File: src/rtl/miter_vector_driver_if.sv
// Stimulus/response bundle between the miter vector driver and the two netlists under comparison.
// err_count is present only when MITER_FULL_SWEEP_EN is defined.
interface miter_vector_driver_if #(
   parameter int N_IN  = 3,
   parameter int N_OUT = 2
);
   logic              start;
   logic [N_IN-1:0]   vec_out;
   logic [N_OUT-1:0]  impl_y;
   logic [N_OUT-1:0]  spec_y;
   logic              busy;
   logic              done;
   logic              mismatch;
   logic [N_IN-1:0]   cex_vec;
   logic [N_OUT-1:0]  cex_diff;
   logic [N_IN:0]     vec_count;
`ifdef MITER_FULL_SWEEP_EN
   logic [N_IN:0]     err_count;
`endif

   modport master (
`ifdef MITER_FULL_SWEEP_EN
      output err_count,
`endif
      input  start,
      input  impl_y,
      input  spec_y,
      output vec_out,
      output busy,
      output done,
      output mismatch,
      output cex_vec,
      output cex_diff,
      output vec_count
   );

   modport slave (
`ifdef MITER_FULL_SWEEP_EN
      input  err_count,
`endif
      output start,
      output impl_y,
      output spec_y,
      input  vec_out,
      input  busy,
      input  done,
      input  mismatch,
      input  cex_vec,
      input  cex_diff,
      input  vec_count
   );
endinterface

File: src/rtl/miter_vector_driver.sv
// Exhaustive miter vector driver: sweeps all 2^N_IN inputs, compares impl_y against spec_y.
// Define MITER_FULL_SWEEP_EN to keep sweeping past mismatches and count them in err_count.
module miter_vector_driver #(
   parameter int N_IN   = 3,
   parameter int N_OUT  = 2,
   parameter int SETTLE = 1
) (
   input  logic                 clk,
   input  logic                 rst_n,
   miter_vector_driver_if.master bus
);
   typedef enum logic [1:0] {
      ST_IDLE    = 2'd0,
      ST_SETTLE  = 2'd1,
      ST_COMPARE = 2'd2,
      ST_DONE    = 2'd3
   } state_t;

   localparam int                CW         = 4;
   localparam logic [CW-1:0]     CNT_LOAD   = CW'(SETTLE);
   localparam logic [CW-1:0]     CNT_ONE    = 4'd1;
   localparam logic [CW-1:0]     CNT_ZERO   = 4'd0;
   localparam logic [N_IN-1:0]   VEC_ZERO   = {N_IN{1'b0}};
   localparam logic [N_IN-1:0]   VEC_ONE    = N_IN'(1'b1);
   localparam logic [N_IN-1:0]   VEC_ONES   = {N_IN{1'b1}};
   localparam logic [N_OUT-1:0]  DIFF_ZERO  = {N_OUT{1'b0}};
   localparam logic [N_IN:0]     COUNT_ZERO = {(N_IN+1){1'b0}};
   localparam logic [N_IN:0]     COUNT_ONE  = (N_IN+1)'(1'b1);

   state_t            state_q, state_d;
   logic [CW-1:0]     wait_cnt_q, wait_cnt_d;
   logic [N_IN-1:0]   vec_q, vec_d;
   logic [N_IN-1:0]   cex_vec_q, cex_vec_d;
   logic [N_OUT-1:0]  cex_diff_q, cex_diff_d;
   logic [N_IN:0]     vec_count_q, vec_count_d;
   logic              busy_q, busy_d;
   logic              done_q, done_d;
   logic              mismatch_q, mismatch_d;
   logic [N_OUT-1:0]  diff_s;
`ifdef MITER_FULL_SWEEP_EN
   logic [N_IN:0]     err_count_q, err_count_d;
`endif

   always_comb begin
      state_d     = state_q;
      wait_cnt_d  = wait_cnt_q;
      vec_d       = vec_q;
      cex_vec_d   = cex_vec_q;
      cex_diff_d  = cex_diff_q;
      vec_count_d = vec_count_q;
      mismatch_d  = mismatch_q;
`ifdef MITER_FULL_SWEEP_EN
      err_count_d = err_count_q;
`endif
      diff_s      = bus.impl_y ^ bus.spec_y;

      case (state_q)
         ST_IDLE, ST_DONE: begin
            if (bus.start) begin
               state_d     = ST_SETTLE;
               wait_cnt_d  = CNT_LOAD;
               vec_d       = VEC_ZERO;
               vec_count_d = COUNT_ZERO;
               mismatch_d  = 1'b0;
               cex_vec_d   = VEC_ZERO;
               cex_diff_d  = DIFF_ZERO;
`ifdef MITER_FULL_SWEEP_EN
               err_count_d = COUNT_ZERO;
`endif
            end else begin
               state_d = state_q;
            end
         end
         ST_SETTLE: begin
            if (wait_cnt_q <= CNT_ONE) begin
               state_d    = ST_COMPARE;
               wait_cnt_d = CNT_ZERO;
            end else begin
               wait_cnt_d = wait_cnt_q - CNT_ONE;
            end
         end
         ST_COMPARE: begin
            vec_count_d = vec_count_q + COUNT_ONE;
`ifdef MITER_FULL_SWEEP_EN
            // Only the first failing vector is kept as the counterexample.
            if (diff_s != DIFF_ZERO) begin
               err_count_d = err_count_q + COUNT_ONE;
               if (err_count_q == COUNT_ZERO) begin
                  cex_vec_d  = vec_q;
                  cex_diff_d = diff_s;
               end else begin
                  cex_vec_d  = cex_vec_q;
               end
            end else begin
               err_count_d = err_count_q;
            end
            if (vec_q == VEC_ONES) begin
               state_d    = ST_DONE;
               mismatch_d = (err_count_d != COUNT_ZERO);
            end else begin
               state_d    = ST_SETTLE;
               vec_d      = vec_q + VEC_ONE;
               wait_cnt_d = CNT_LOAD;
            end
`else
            if (diff_s != DIFF_ZERO) begin
               state_d    = ST_DONE;
               mismatch_d = 1'b1;
               cex_vec_d  = vec_q;
               cex_diff_d = diff_s;
            end else if (vec_q == VEC_ONES) begin
               state_d    = ST_DONE;
               mismatch_d = 1'b0;
            end else begin
               state_d    = ST_SETTLE;
               vec_d      = vec_q + VEC_ONE;
               wait_cnt_d = CNT_LOAD;
            end
`endif
         end
         default: begin
            state_d = ST_IDLE;
         end
      endcase

      // Status flags are registered from the next state so they line up with it.
      busy_d = (state_d == ST_SETTLE) || (state_d == ST_COMPARE);
      done_d = (state_d == ST_DONE);
   end

   always_ff @(posedge clk or negedge rst_n) begin
      if (!rst_n) begin
         state_q     <= ST_IDLE;
         wait_cnt_q  <= CNT_ZERO;
         vec_q       <= VEC_ZERO;
         cex_vec_q   <= VEC_ZERO;
         cex_diff_q  <= DIFF_ZERO;
         vec_count_q <= COUNT_ZERO;
         busy_q      <= 1'b0;
         done_q      <= 1'b0;
         mismatch_q  <= 1'b0;
`ifdef MITER_FULL_SWEEP_EN
         err_count_q <= COUNT_ZERO;
`endif
      end else begin
         state_q     <= state_d;
         wait_cnt_q  <= wait_cnt_d;
         vec_q       <= vec_d;
         cex_vec_q   <= cex_vec_d;
         cex_diff_q  <= cex_diff_d;
         vec_count_q <= vec_count_d;
         busy_q      <= busy_d;
         done_q      <= done_d;
         mismatch_q  <= mismatch_d;
`ifdef MITER_FULL_SWEEP_EN
         err_count_q <= err_count_d;
`endif
      end
   end

   assign bus.vec_out   = vec_q;
   assign bus.busy      = busy_q;
   assign bus.done      = done_q;
   assign bus.mismatch  = mismatch_q;
   assign bus.cex_vec   = cex_vec_q;
   assign bus.cex_diff  = cex_diff_q;
   assign bus.vec_count = vec_count_q;
`ifdef MITER_FULL_SWEEP_EN
   assign bus.err_count = err_count_q;
`endif

endmodule

File: src/flat_wrapper.sv
// flat-port wrapper written by rule: the top's interface ports become plain ports
module miter_vector_driver_flat 
#(
   parameter int N_IN   = 3,
   parameter int N_OUT  = 2,
   parameter int SETTLE = 1
)
  (clk, rst_n, bus_start, bus_impl_y, bus_spec_y, bus_vec_out, bus_busy, bus_done, bus_mismatch, bus_cex_vec, bus_cex_diff, bus_vec_count);
  miter_vector_driver_if #(.N_IN(N_IN), .N_OUT(N_OUT)) bus_i ();
  input  logic clk;
  input  logic rst_n;
  input wire logic [$bits(bus_i.start)-1:0] bus_start;
  input wire logic [$bits(bus_i.impl_y)-1:0] bus_impl_y;
  input wire logic [$bits(bus_i.spec_y)-1:0] bus_spec_y;
  output wire logic [$bits(bus_i.vec_out)-1:0] bus_vec_out;
  output wire logic [$bits(bus_i.busy)-1:0] bus_busy;
  output wire logic [$bits(bus_i.done)-1:0] bus_done;
  output wire logic [$bits(bus_i.mismatch)-1:0] bus_mismatch;
  output wire logic [$bits(bus_i.cex_vec)-1:0] bus_cex_vec;
  output wire logic [$bits(bus_i.cex_diff)-1:0] bus_cex_diff;
  output wire logic [$bits(bus_i.vec_count)-1:0] bus_vec_count;
  assign bus_i.start = bus_start;
  assign bus_i.impl_y = bus_impl_y;
  assign bus_i.spec_y = bus_spec_y;
  assign bus_vec_out = bus_i.vec_out;
  assign bus_busy = bus_i.busy;
  assign bus_done = bus_i.done;
  assign bus_mismatch = bus_i.mismatch;
  assign bus_cex_vec = bus_i.cex_vec;
  assign bus_cex_diff = bus_i.cex_diff;
  assign bus_vec_count = bus_i.vec_count;
  miter_vector_driver #(.N_IN(N_IN), .N_OUT(N_OUT), .SETTLE(SETTLE)) u_core (.clk(clk), .rst_n(rst_n), .bus(bus_i));
endmodule
File: config.mk
export PLATFORM = sky130hd
export DESIGN_NAME = miter_vector_driver_flat
export DESIGN_NICKNAME = d
export VERILOG_FILES = /design/src/rtl/miter_vector_driver_if.sv /design/src/rtl/miter_vector_driver.sv /design/src/flat_wrapper.sv
export SDC_FILE = /design/constraint.sdc
export NUM_CORES = 1
export LEC_CHECK = 0
export CAP_MARGIN = 25
export CORE_MARGIN = 2
export CORE_UTILIZATION = 40
export CTS_CLUSTER_DIAMETER = 60
export CTS_CLUSTER_SIZE = 14
export DETAILED_ROUTE_END_ITERATION = 16
export PLACE_DENSITY = 0.65
export SYNTH_ARGS = -nofsm -noshare
export SYNTH_HDL_FRONTEND = slang
export SYNTH_SLANG_ARGS = --single-unit
File: constraint.sdc
create_clock -name clk -period 1.9 [get_ports clk]
set_input_delay 0.19 -clock clk [delete_from_list [all_inputs] [get_ports clk]]
set_output_delay 0.19 -clock clk [all_outputs]
set_load 0.02 [all_outputs]
## Word-level counts from Yosys, hierarchy flattened

Index checks and enable logic that the tools add are counted.

| storage, ports and cells | value |
|---|---|
| register bits after elaboration | 21 |
| bits of input ports | 7 |
| logic and storage cells | 61 |

| cells by class | value |
|---|---|
| add/subtract/negate cells | 3 |
| order comparisons | 1 |
| equality and inequality tests | 12 |
| muxes and demuxes | 25 |
| bitwise operators | 1 |
| reductions and logical operators | 10 |

Operators by type and width:

| operator | count |
|---|---|
| $mux 4 | 5 |
| $mux 2 | 6 |
| $mux 3 | 4 |
| $pmux 3 s2 | 2 |
| $pmux 4 s3 | 1 |
| $reduce_and 3->1 | 3 |
| $eq 2x2->1 const B | 4 |
| $pmux 4 s2 | 1 |
| $ne 2x2->1 const B | 3 |
| $pmux 2 s3 | 1 |
| $add 4x1->4 const B | 1 |
| $eq 2x1->1 const B | 2 |
| $le 4x1->1 const B | 1 |
| $pmux 2 s2 | 1 |
| $reduce_and 4->1 | 1 |
| $reduce_bool 2->1 | 2 |
| $sub 4x1->4 const B | 1 |
| $add 3x1->3 const B | 1 |
| $eq 3x3->1 const B | 1 |
| $mux 1 | 3 |
| $ne 3x1->1 const B | 1 |
| $logic_not 2->1 | 1 |
| $ne 2x1->1 const B | 1 |
| $pmux 1 s2 | 1 |
| 4 further kinds | 4 |

## Depth between registers and ports, before layout

| logic depth | value |
|---|---|
| depth in word-level cells | 6 |
| depth in mapped cells | 8 |

## Worst setup path after synthesis

OpenSTA, ideal clock, no wires.

| timing path | value |
|---|---|
| path kind | reg-to-reg |
| start point | register u_core.vec_q[0] (netlist: u_core.bus.vec_out[0]) |
| end point | register u_core.wait_cnt_q[0] |
| arrival time | 1960 ps |
| data required time | 1775 ps |
| slack | -184 ps |
| cell stages (with the launch flop) | 7 |
| path buffers | 1 |
| cell sequence | dfrtp_1 ha_1 ha_1 or3_1 buf_2 a21oi_2 mux2_2 |

| between the ends | value |
|---|---|
| cells in the longest elaborated chain, start to end | 3 |

Ends and longest elaborated chain:

| element | RTL line | text |
|---|---|---|
| start: declaration | miter_vector_driver.sv:32 | `logic [N_IN-1:0] vec_q, vec_d;` |
| start signal: assignment | miter_vector_driver.sv:148 | `vec_q <= vec_d;` |
| $eq 3x3->1 | miter_vector_driver.sv:111 | `end else if (vec_q == VEC_ONES) begin` |
| $ne 2x2->1 (no line) | -- |  |
| $reduce_and 3->1 (no line) | -- |  |
| end signal: assignment | miter_vector_driver.sv:147 | `wait_cnt_q <= wait_cnt_d;` |
| end: declaration | miter_vector_driver.sv:31 | `logic [CW-1:0] wait_cnt_q, wait_cnt_d;` |

No other way between the ends.
A chain may end at the register's enable or synchronous reset.

## Worst setup path in the final report

| timing path | value |
|---|---|
| start point | register u_core.vec_q[1] (netlist: u_core.bus.vec_out[1]) |
| end point | register u_core.busy_q (netlist: u_core.bus.busy) |

| between the ends | value |
|---|---|
| cells in the longest elaborated chain, start to end | 6 |
| elaborated cells on any way between the ends | 7 |

Ends and longest elaborated chain:

| element | RTL line | text |
|---|---|---|
| $eq 3x3->1 (*) | miter_vector_driver.sv:111 |  |
| $mux 2 (*) | miter_vector_driver.sv:111 |  |
| $mux 2 (*) | miter_vector_driver.sv:106 | `if (diff_s != DIFF_ZERO) begin` |
| $pmux 2 s3 (*) | miter_vector_driver.sv:57 | `case (state_q)` |
| named net u_core.state_d[1] | miter_vector_driver.sv:30 | `state_t state_q, state_d;` |
| $eq 2x1->1 or $eq 2x2->1 (tied branches) | miter_vector_driver.sv:127 | `busy_d = (state_d == ST_SETTLE) \|\| (state_d == ST_COMPARE);` |
| $logic_or 1x1->1 (*) | miter_vector_driver.sv:127 |  |
| named net u_core.busy_d | miter_vector_driver.sv:36 | `logic busy_q, busy_d;` |
| end signal: assignment | miter_vector_driver.sv:152 | `busy_q <= busy_d;` |
| end: declaration | miter_vector_driver.sv:36 |  |

Mark *: on every way through the listed nets, which the timed path passes. The rest lies on a longest branch.

==> out/results.txt <==
Fill cells = 239
Final min period = 1.851 ns
TritonCTS clock tree = done
DRT iter0 DRCs = 71
Number of global-route vias before repair = 1,063
Number of slew-limit violations in the final report = 0
First-pass DRT Iterations = 10
Distinct cell type count of the synthesized netlist = 31
Dominant cell type by count on the critical path = ha_4
Clock Latency Late Sink = 0.30 ns
Portion of the clock cycle consumed by the worst path in the final layout = 0.9741
Async SR Flop Fraction = 1.000
Number of remaining DRC errors = 4
Most instantiated flip-flop cell in the synthesis netlist = dfrtp_1
Clock sink count = 21
Slew at the pin with the worst max-slew slack = 0.4613 ns
CP Capture Type = register
Chip height = 58.77 um
Wire length of the first global-routing pass = 4.533 mm
Mapped Avg Cell Area = 10.17 um2
Total number of cells along the worst setup path = 6
FF-to-FF Start = u_core.bus.vec_out[1]
Result of the run = finished, violations left
Highest fanout seen on the critical path = 5
Violations in the final reports = design-rule violations
Top Family by Delay on Critical Path = adder cells
Largest voltage drop on the vdd net = 0.6525 mV
Lkg Pwr = 0.7451 nW
Hold Fails Final Rpt = 0
Total number of vias = 1,079
Initial antenna violation count = 0
Count of cells along the worst register-to-register path = 6
Max-cap violation count = 0
CTS Root Buffer Type = clkbuf_4
Ports placed on the boundary = 22
Clock Skew = 0.01310 ns
Post-synthesis register bit count = 21
H-tree depth reported by CTS = 1
Sum of net half-perimeters after detailed placement = 2.013 mm
Number of failing setup endpoints in the final timing report = 0
Hold Path Class = input pin to asynchronous set/reset pin
Hold slack final = 0.2123 ns
Power density over the cells = 1409 nW/um2
Global-route congestion overflow total = 0
Horizontal die dimension = 58.77 um
Stage delay of the slowest cell on the critical path = 0.45 ns
Number of flops mapped to enable cells by yosys = 0
Endpoint arrival time on the critical path = 2.04 ns
Crit path max-delay cell type = dfrtp_2
Startpoint class of the critical path = register
Core box area = 2805 um2
Critical path required time = 2.09 ns
Max Freq = 0.5403 GHz
List of cells traversed by the critical path = ha_4 -> ha_4 -> or3_4 -> a22oi_1 -> o22ai_1 -> ha_1
Clock-pin slew of the registers on the worst-case setup and hold paths = 0.12 ns
Starting utilization of the core area = 0.4277
Count of hold-fix buffers inserted at cts = 0
Number of vias per cell = 5.679
Average wire per cell in the routed design = 13.87 um
Nets = 175
Port buffer count = 21
Number of buffers between clock root and the deepest sink = 2
Critical Path Source = u_core.bus.vec_out[1]
Inserted Diodes = 0
Sequential share of the synthesized area = 0.4380
Final wirelength = 2.635 mm
FP Rows = 19
Overall die area = 3454 um2
Placer Congestion = 0.8616
Count of mapped cells out of synthesis = 118
CTS Buf Count = 3
Area added between synthesis and finish = 39.52%
Maximum number of pins on one net before global-route repair = 22
Fraction of final layout cells with drive strength greater than 1 = 0.2390
Final Util = 0.5968
Syn_nets = 133
Post-Synthesis Cell Area = 1200 um2
Total global-route track usage = 0.1706
Buffer and inverter count on the worst path = 0
Detail Route Antenna Nets = 0
Yosys warns = 0
Slew margin rel. = 0.6913
Setup CP Type = register to register
-- power breakdown --
part	leakage, nW	switching, mW	internal, mW
registers	0.276	0.0982	0.578
logic	0.454	0.753	0.718
clock network	0.0150	0.131	0.0818
total	0.745	0.982	1.38
-- worst paths after layout --
kind,end,slack (ns)
worst min-delay path,u_core.bus.vec_count[3],0.21
worst max-delay path,u_core.bus.busy,0.05
worst max register to register,u_core.bus.busy,0.05
worst min register to register,u_core.bus.cex_vec[2],0.55
max in group asynchronous,u_core.bus.vec_out[1],1.45
min in group clk,u_core.bus.cex_vec[2],0.55
-- kinds of logic after synthesis --
kind of cell,synth area share
xor gates and xnor gates,0.02920
DFF,0.4380
buffers and inverters,0.04693
muxes,0.04275
AOI/OAI and AO/OA,0.2430
adders and majority gates,0.08342
and+or+nand+nor,0.1168
-- layout make-up --
class	instances	area [um2]	share of cell area
sequential	21	528.0	0.3154
multi-input combinational	83	671.9	0.4013
inverter	7	26.28	0.01570
clock buffer	4	26.28	0.01570
tap	31	38.79	0.02317
timing repair buffer	44	382.9	0.2287
-- Yosys cell counts, types with 3 or more instances --
| library cell | count | area (um2) |
|---|---|---|
| a32o_1 | 3 | 30.03 |
| ha_1 | 8 | 100.1 |
| o21ai_0 | 7 | 35.03 |
| inv_1 | 7 | 26.28 |
| nand2b_1 | 3 | 18.77 |
| or3_1 | 3 | 18.77 |
| mux2i_1 | 4 | 40.04 |
| buf_2 | 3 | 15.01 |
| a221o_1 | 4 | 40.04 |
| nor3_1 | 5 | 25.02 |
| nand3_1 | 6 | 30.03 |
| dfrtp_1 | 21 | 525.5 |
| nor2_1 | 9 | 33.78 |
| a22o_1 | 10 | 87.58 |
-- sequential cells by signal (all words and copies together), names as in the netlist --
signal	count
u_core.bus.busy	1
u_core.bus.cex_diff	2
u_core.bus.cex_vec	3
u_core.bus.done	1
u_core.bus.mismatch	1
u_core.bus.vec_count	4
u_core.bus.vec_out	3
u_core.state_q	2
u_core.wait_cnt_q	4
-- metrics by stage --
| step | total power, mW | instances | area [um2] | setup TNS [ns] | worst slack, ns |
|---|---|---|---|---|---|
| after floorplan | 1.541 | 118 | 1241 | 0 | 0.007966 |
| after global placement | 1.974 | 183 | 1604 | -0.2199 | -0.07685 |
| after detailed placement | 2.022 | 183 | 1604 | -0.3613 | -0.1139 |
| after CTS | 2.243 | 187 | 1630 | 0 | 0.006902 |
| after global routing | 2.576 | 190 | 1674 | -0.01614 | -0.008392 |
| final | 2.359 | 190 | 1674 | 0 | 0.04916 |
-- metal layers --
layer / wire (um) / vias up / GRT usage
met5: 0 / - / 0
met3: 101 / 4 / 0.02857
li1: - / 527 / -
met4: 27 / 0 / 0.05844
met2: 1304 / 27 / 0.2905
met1: 1202 / 521 / 0.2184
-- layout by cell type, fill, tap and decap left out, types with 2 or more instances in the layout --
cell / netlist / final
a211oi_1: 2 / 2
xnor2_1: 2 / 2
or3_1: 3 / 2
dfrtp_1: 21 / 19
a32o_1: 3 / 3
nor3_1: 5 / 4
inv_1: 7 / 7
xor2_1: 2 / 2
o21ai_0: 7 / 6
buf_4: 0 / 23
nand2_1: 2 / 2
a22o_1: 10 / 10
nand2b_1: 3 / 3
a221o_1: 4 / 4
ha_1: 8 / 4
clkdlybuf4s50_1: 0 / 21
o2111ai_1: 2 / 2
ha_4: 0 / 2
nor2_1: 9 / 8
a21oi_1: 2 / 2
nand3_1: 6 / 6
dfrtp_2: 0 / 2
ha_2: 0 / 2
clkbuf_4: 0 / 3
mux2i_1: 4 / 3
-- timing repair --
item	in CTS	in global routing
gates resized for setup	0	7
endpoints found under the setup margin	0	4
buffers inserted	0	3
No activity file was read; power rests on OpenSTA's default activity.
==> variant 1, RTL diff (config.mk and constraints unchanged) <==
`N_IN` is set to 3 in 3 places; all go to 5.
--- a/src/rtl/miter_vector_driver_if.sv
+++ b/src/rtl/miter_vector_driver_if.sv
@@ -1,7 +1,7 @@
 // Stimulus/response bundle between the miter vector driver and the two netlists under comparison.
 // err_count is present only when MITER_FULL_SWEEP_EN is defined.
 interface miter_vector_driver_if #(
-   parameter int N_IN  = 3,
+   parameter int N_IN  = 5,
    parameter int N_OUT = 2
 );
    logic              start;
--- a/src/rtl/miter_vector_driver.sv
+++ b/src/rtl/miter_vector_driver.sv
@@ -1,7 +1,7 @@
 // Exhaustive miter vector driver: sweeps all 2^N_IN inputs, compares impl_y against spec_y.
 // Define MITER_FULL_SWEEP_EN to keep sweeping past mismatches and count them in err_count.
 module miter_vector_driver #(
-   parameter int N_IN   = 3,
+   parameter int N_IN   = 5,
    parameter int N_OUT  = 2,
    parameter int SETTLE = 1
 ) (
--- a/src/flat_wrapper.sv
+++ b/src/flat_wrapper.sv
@@ -1,7 +1,7 @@
 // flat-port wrapper written by rule: the top's interface ports become plain ports
 module miter_vector_driver_flat 
 #(
-   parameter int N_IN   = 3,
+   parameter int N_IN   = 5,
    parameter int N_OUT  = 2,
    parameter int SETTLE = 1
 )
Ports: changed (resized bus_cex_vec, bus_vec_count and bus_vec_out); port bits go from 22 to 28. No check against the original RTL was run, so the function may have changed too.
==> variant 1 against the original RTL <==
  * The flow finishes with violations (negative setup slack)
  * Fmax fell by 3.1%
  * Sequential power rose by 15%
  * Cell area is 40% higher
  * Routed wire length up 74%
  * Via count rose by 48%
  * First-iteration DRC count down 27%
  * Critical path depth is the same
  * Setup slack got worse by 0.060 ns
  * Power is 11% higher
  * Sequential cell count is 6 higher
  * Utilization shrank 0.91 points
  * Synthesized area is 38% higher
==> variant 1: results (changes against the original RTL) <==
[status]
status=finished with violations
failed_checks=negative setup slack

[logic_synthesis]
synth_mux_area_frac=0.0385  ; -0.00426
synthTopCellsByCount=27 x dfrtp_1, 21 x nand2_1, 12 x o21ai_0, 9 x nor2_1, 8 x ha_1
synth_compound_area_frac=0.248  ; +0.00459
synth_fp_nets=194  ; +46%
avgSynthCellArea_um2=9.26  ; -8.9%
synth-adder-area-share=0.0604  ; -0.0230

[grt]
grt_pass1_wl_um=7310  ; +61%
grtUsageTotal=0.206  ; +0.0358
grt_pass1_vias=1530  ; +44%

[cells_and_area]
fillers=352  ; +47%
final_layout_size_suffix_gt1_frac=0.241  ; +0.00223

[power]
power_leakage_uw=0.00102  ; +36%
max-vdd-ir-drop_v=0.000453  ; -31%

[routing]
vias=1595  ; +48%
drt_wl_total_um=4580  ; +74%
detail_route.vias_per_cell=5.74  ; +1.0%
drtIter0Drc=52  ; -27%

[timing]
max_slew.worst_pin.slew_ns=0.492  ; +0.0311 ns
hold_slack_ns=0.273  ; +0.0606 ns
finClkSkew_ns=0.0108  ; -0.00230 ns
setup_viol=2  ; +2
layout_setup_ws_ns=-0.0109  ; -0.0601 ns

[setup_path]
critPathMaxFanout=4  ; -1
worstReg2RegStart=u_core.bus.vec_out[0]
setup.worst_path.end=u_core.wait_cnt_q[1]

[placement]
place_congestion=0.836  ; -2.9%
post-place-cells=270  ; +48%
port_buffers=27  ; +29%
dpl.hpwl_um=3260  ; +62%
dpl_cell_area_um2=2190  ; +36%

[clock_network]
clock_latency_ns=0.28  ; -0.02 ns

## variant 1: repair_timing
item / 4_1_cts / 5_1_grt
resized for setup: 3 / 11
setup endpoints to repair: 8 / 16
buffers inserted: 3 / 1
hold buffers: 0 / 0
pin swaps: 3 / 5
## variant 1: layout make-up
| cell class | count | area, um^2 | area share |
|---|---|---|---|
| clock inverters | 1 | 7.51 | 0.00319 |
| flip-flops and latches | 27 | 678 | 0.288 |
| inverters | 6 | 22.5 | 0.00958 |
| multi-input cells | 134 | 1030 | 0.439 |
| well taps | 50 | 62.6 | 0.0266 |
| repair buffers | 57 | 508 | 0.216 |
| clock buffers | 3 | 41.3 | 0.0176 |
## variant 1: per-layer routing
metal,share of wire,vias up,global-route usage
met2,0.51,39,0.364
met4,0.0098,0,0.0400
li1,-,764,-
met1,0.43,788,0.270
met5,0,-,0
met3,0.045,4,0.0247
## variant 1: power by group
part | switching (uW) | internal [uW]
Clock | 193 | 149
Sequential | 95.1 | 683
Combinational | 797 | 707
Total | 1080 | 1540
==> variant 2, RTL diff (same flow settings) <==
Without the edit above. Re-encode `state_t` (4 states) as one-hot, 4 bits wide.
--- a/src/rtl/miter_vector_driver.sv
+++ b/src/rtl/miter_vector_driver.sv
@@ -9,11 +9,11 @@
    input  logic                 rst_n,
    miter_vector_driver_if.master bus
 );
-   typedef enum logic [1:0] {
-      ST_IDLE    = 2'd0,
-      ST_SETTLE  = 2'd1,
-      ST_COMPARE = 2'd2,
-      ST_DONE    = 2'd3
+   typedef enum logic [3:0] {
+      ST_IDLE    = 4'b0001,
+      ST_SETTLE  = 4'b0010,
+      ST_COMPARE = 4'b0100,
+      ST_DONE    = 4'b1000
    } state_t;
 
    localparam int                CW         = 4;
Check against the original RTL: no difference found for any inputs over 10 cycles, from zero or initial values and one cycle with rst_n low; not proved beyond that.
==> variant 2 against the original RTL <==
  * Die area shrank 0.88%
  * Global-route usage up 1.3 points
  * Setup slack better by 0.058 ns
  * Synthesized cell count fell by 5.1%
  * Count of clock-buffer cells in the layout is 1 lower
  * Cell area shrank 5.0%
  * Sequential cell count increased by 2
  * Power shrank 30%
  * Synthesized area is 0.94% lower
  * Routed wire length is 3.6% higher
  * Critical path type unchanged
  * Largest power group unchanged
==> variant 2: results (changes against the original RTL) <==
[logic_synthesis]
ys_seq_area_frac=0.485  ; +0.0473
syn-instance-count=112  ; -5.1%
synth_flop_cell=dfrtp_1
synth_fp_nets=124  ; -6.8%
synth_cell_types=36  ; +16%
synthTopCellsByCount=22 x dfrtp_1, 13 x o21ai_0, 10 x inv_1, 7 x mux2i_1, 5 x ha_1
yosys_warnings=0  ; unchanged
synthTopCellsByArea=dfrtp_1 46%, mux2i_1 5.9%, o21ai_0 5.5%
synthArstFlopShare=1.00  ; unchanged

[power]
comb_power_uw=767  ; -48%
pwr-share-comb=0.464  ; -0.159
max-vdd-ir-drop_v=0.000705  ; +8.1%
clkPwrFrac=0.140  ; +0.050
power_leakage_uw=0.000733  ; -1.6%
switching_power_uw=619  ; -37%

[cells_and_area]
fillers=243  ; +1.7%
final_layout_size_suffix_gt1_frac=0.212  ; -0.0271
finalNetCount=164  ; -6.3%
antenna_cells=0  ; unchanged

[grt]
grtUsageTotal=0.184  ; +0.0133
grt_pass1_vias=1028  ; -3.3%
grt_max_degree=24  ; +9.1%
grt_pass1_wl_um=4770  ; +5.2%
grt_remaining_overflow=0  ; unchanged

[timing]
slew_headroom=0.690  ; -0.00182
finClkSkew_ns=0.00650  ; -0.00660 ns

[setup_path]
cpPeakStageDelay_ns=0.50  ; +0.05 ns
critPathSlowestCell=or3b_2
crit_family=simple AND/OR/NAND/NOR gates
worstPathArrival_ns=1.99  ; -0.05 ns
critPathMaxFanout=8  ; +3

[routing]
drt_wl_total_um=2730  ; +3.6%
drtIter0Drc=31  ; -56%
vias=992  ; -8.1%
drt_first_pass_iters=4  ; -6
detail_route.vias_per_cell=5.45  ; -4.0%

[clock_network]
clock_latency_ns=0.32  ; +0.02 ns
clkSlewWorstSetupHoldPaths_ns=0.13

[status]
status=finished clean

[placement]
place_congestion=0.761  ; -12%
dpl.hpwl_um=2030  ; +0.82%
post-place-cells=178  ; -2.7%
dpl_cell_area_um2=1550  ; -3.3%
place_worst_setup_slack_ns=-0.0340  ; +0.0799 ns

[variant 2: cell count changes in the layout (fill, tap and decap cells not counted), sizes merged, moves of 3 or more]
cell,before,now
inv,7,10
nor2,9,3
o21ai,7,14
ha,8,5
mux2i,4,7
a221o,4,0
buf,23,19
or4b,0,3
nand3,6,3
nand2b,3,0
a22o,10,0
[variant 2: layout make-up]
class	count	area, um^2	area share
flip-flops and latches	23	577	0.363
repair buffers	40	353	0.222
clock inverters	1	5.00	0.00315
inverters	10	37.5	0.0236
clock buffers	3	22.5	0.0142
well taps	31	38.8	0.0244
multi-input cells	74	557	0.350
[variant 2: metal layers]
metal,global-route usage,up-vias,wire length [um]
met1,0.250,485,1220
met4,0.0698,0,26
li1,-,481,-
met5,0,-,0
met3,0.0242,4,115
met2,0.299,22,1360
[variant 2: worst paths after layout]
check / end / startpoint / cells after the start / slack [ns]
max in group asynchronous: u_core.state_q[0] / rst_n / 2 / 1.42
min in group clk: u_core.bus.cex_diff[1] / u_core.bus.cex_diff[1] / 1 / 0.54
max: u_core.wait_cnt_q[3] / u_core.state_q[2] / 5 / 0.11
max reg2reg: u_core.wait_cnt_q[3] / u_core.state_q[2] / 5 / 0.11
min: u_core.bus.busy / rst_n / 2 / 0.20
min reg2reg: u_core.bus.cex_diff[1] / u_core.bus.cex_diff[1] / 1 / 0.54
[variant 2: kinds of logic (layout without fill, tap and decap cells)]
logic type	Yosys count	in the layout	synth area share
AOI/OAI and AO/OA	28	28	0.157
xor gates and xnor gates	5	5	0.0368
adders and majority gates	5	5	0.0526
buffers and inverters	15	54	0.0558
DFF	23	23	0.485
muxes	7	7	0.0589
and+or+nand+nor	29	29	0.154
[variant 2: repair_timing]
item                                   CTS  global route
setup endpoints to repair                0             8
endpoints found under the hold margin    0             0
resized for setup                        0             2
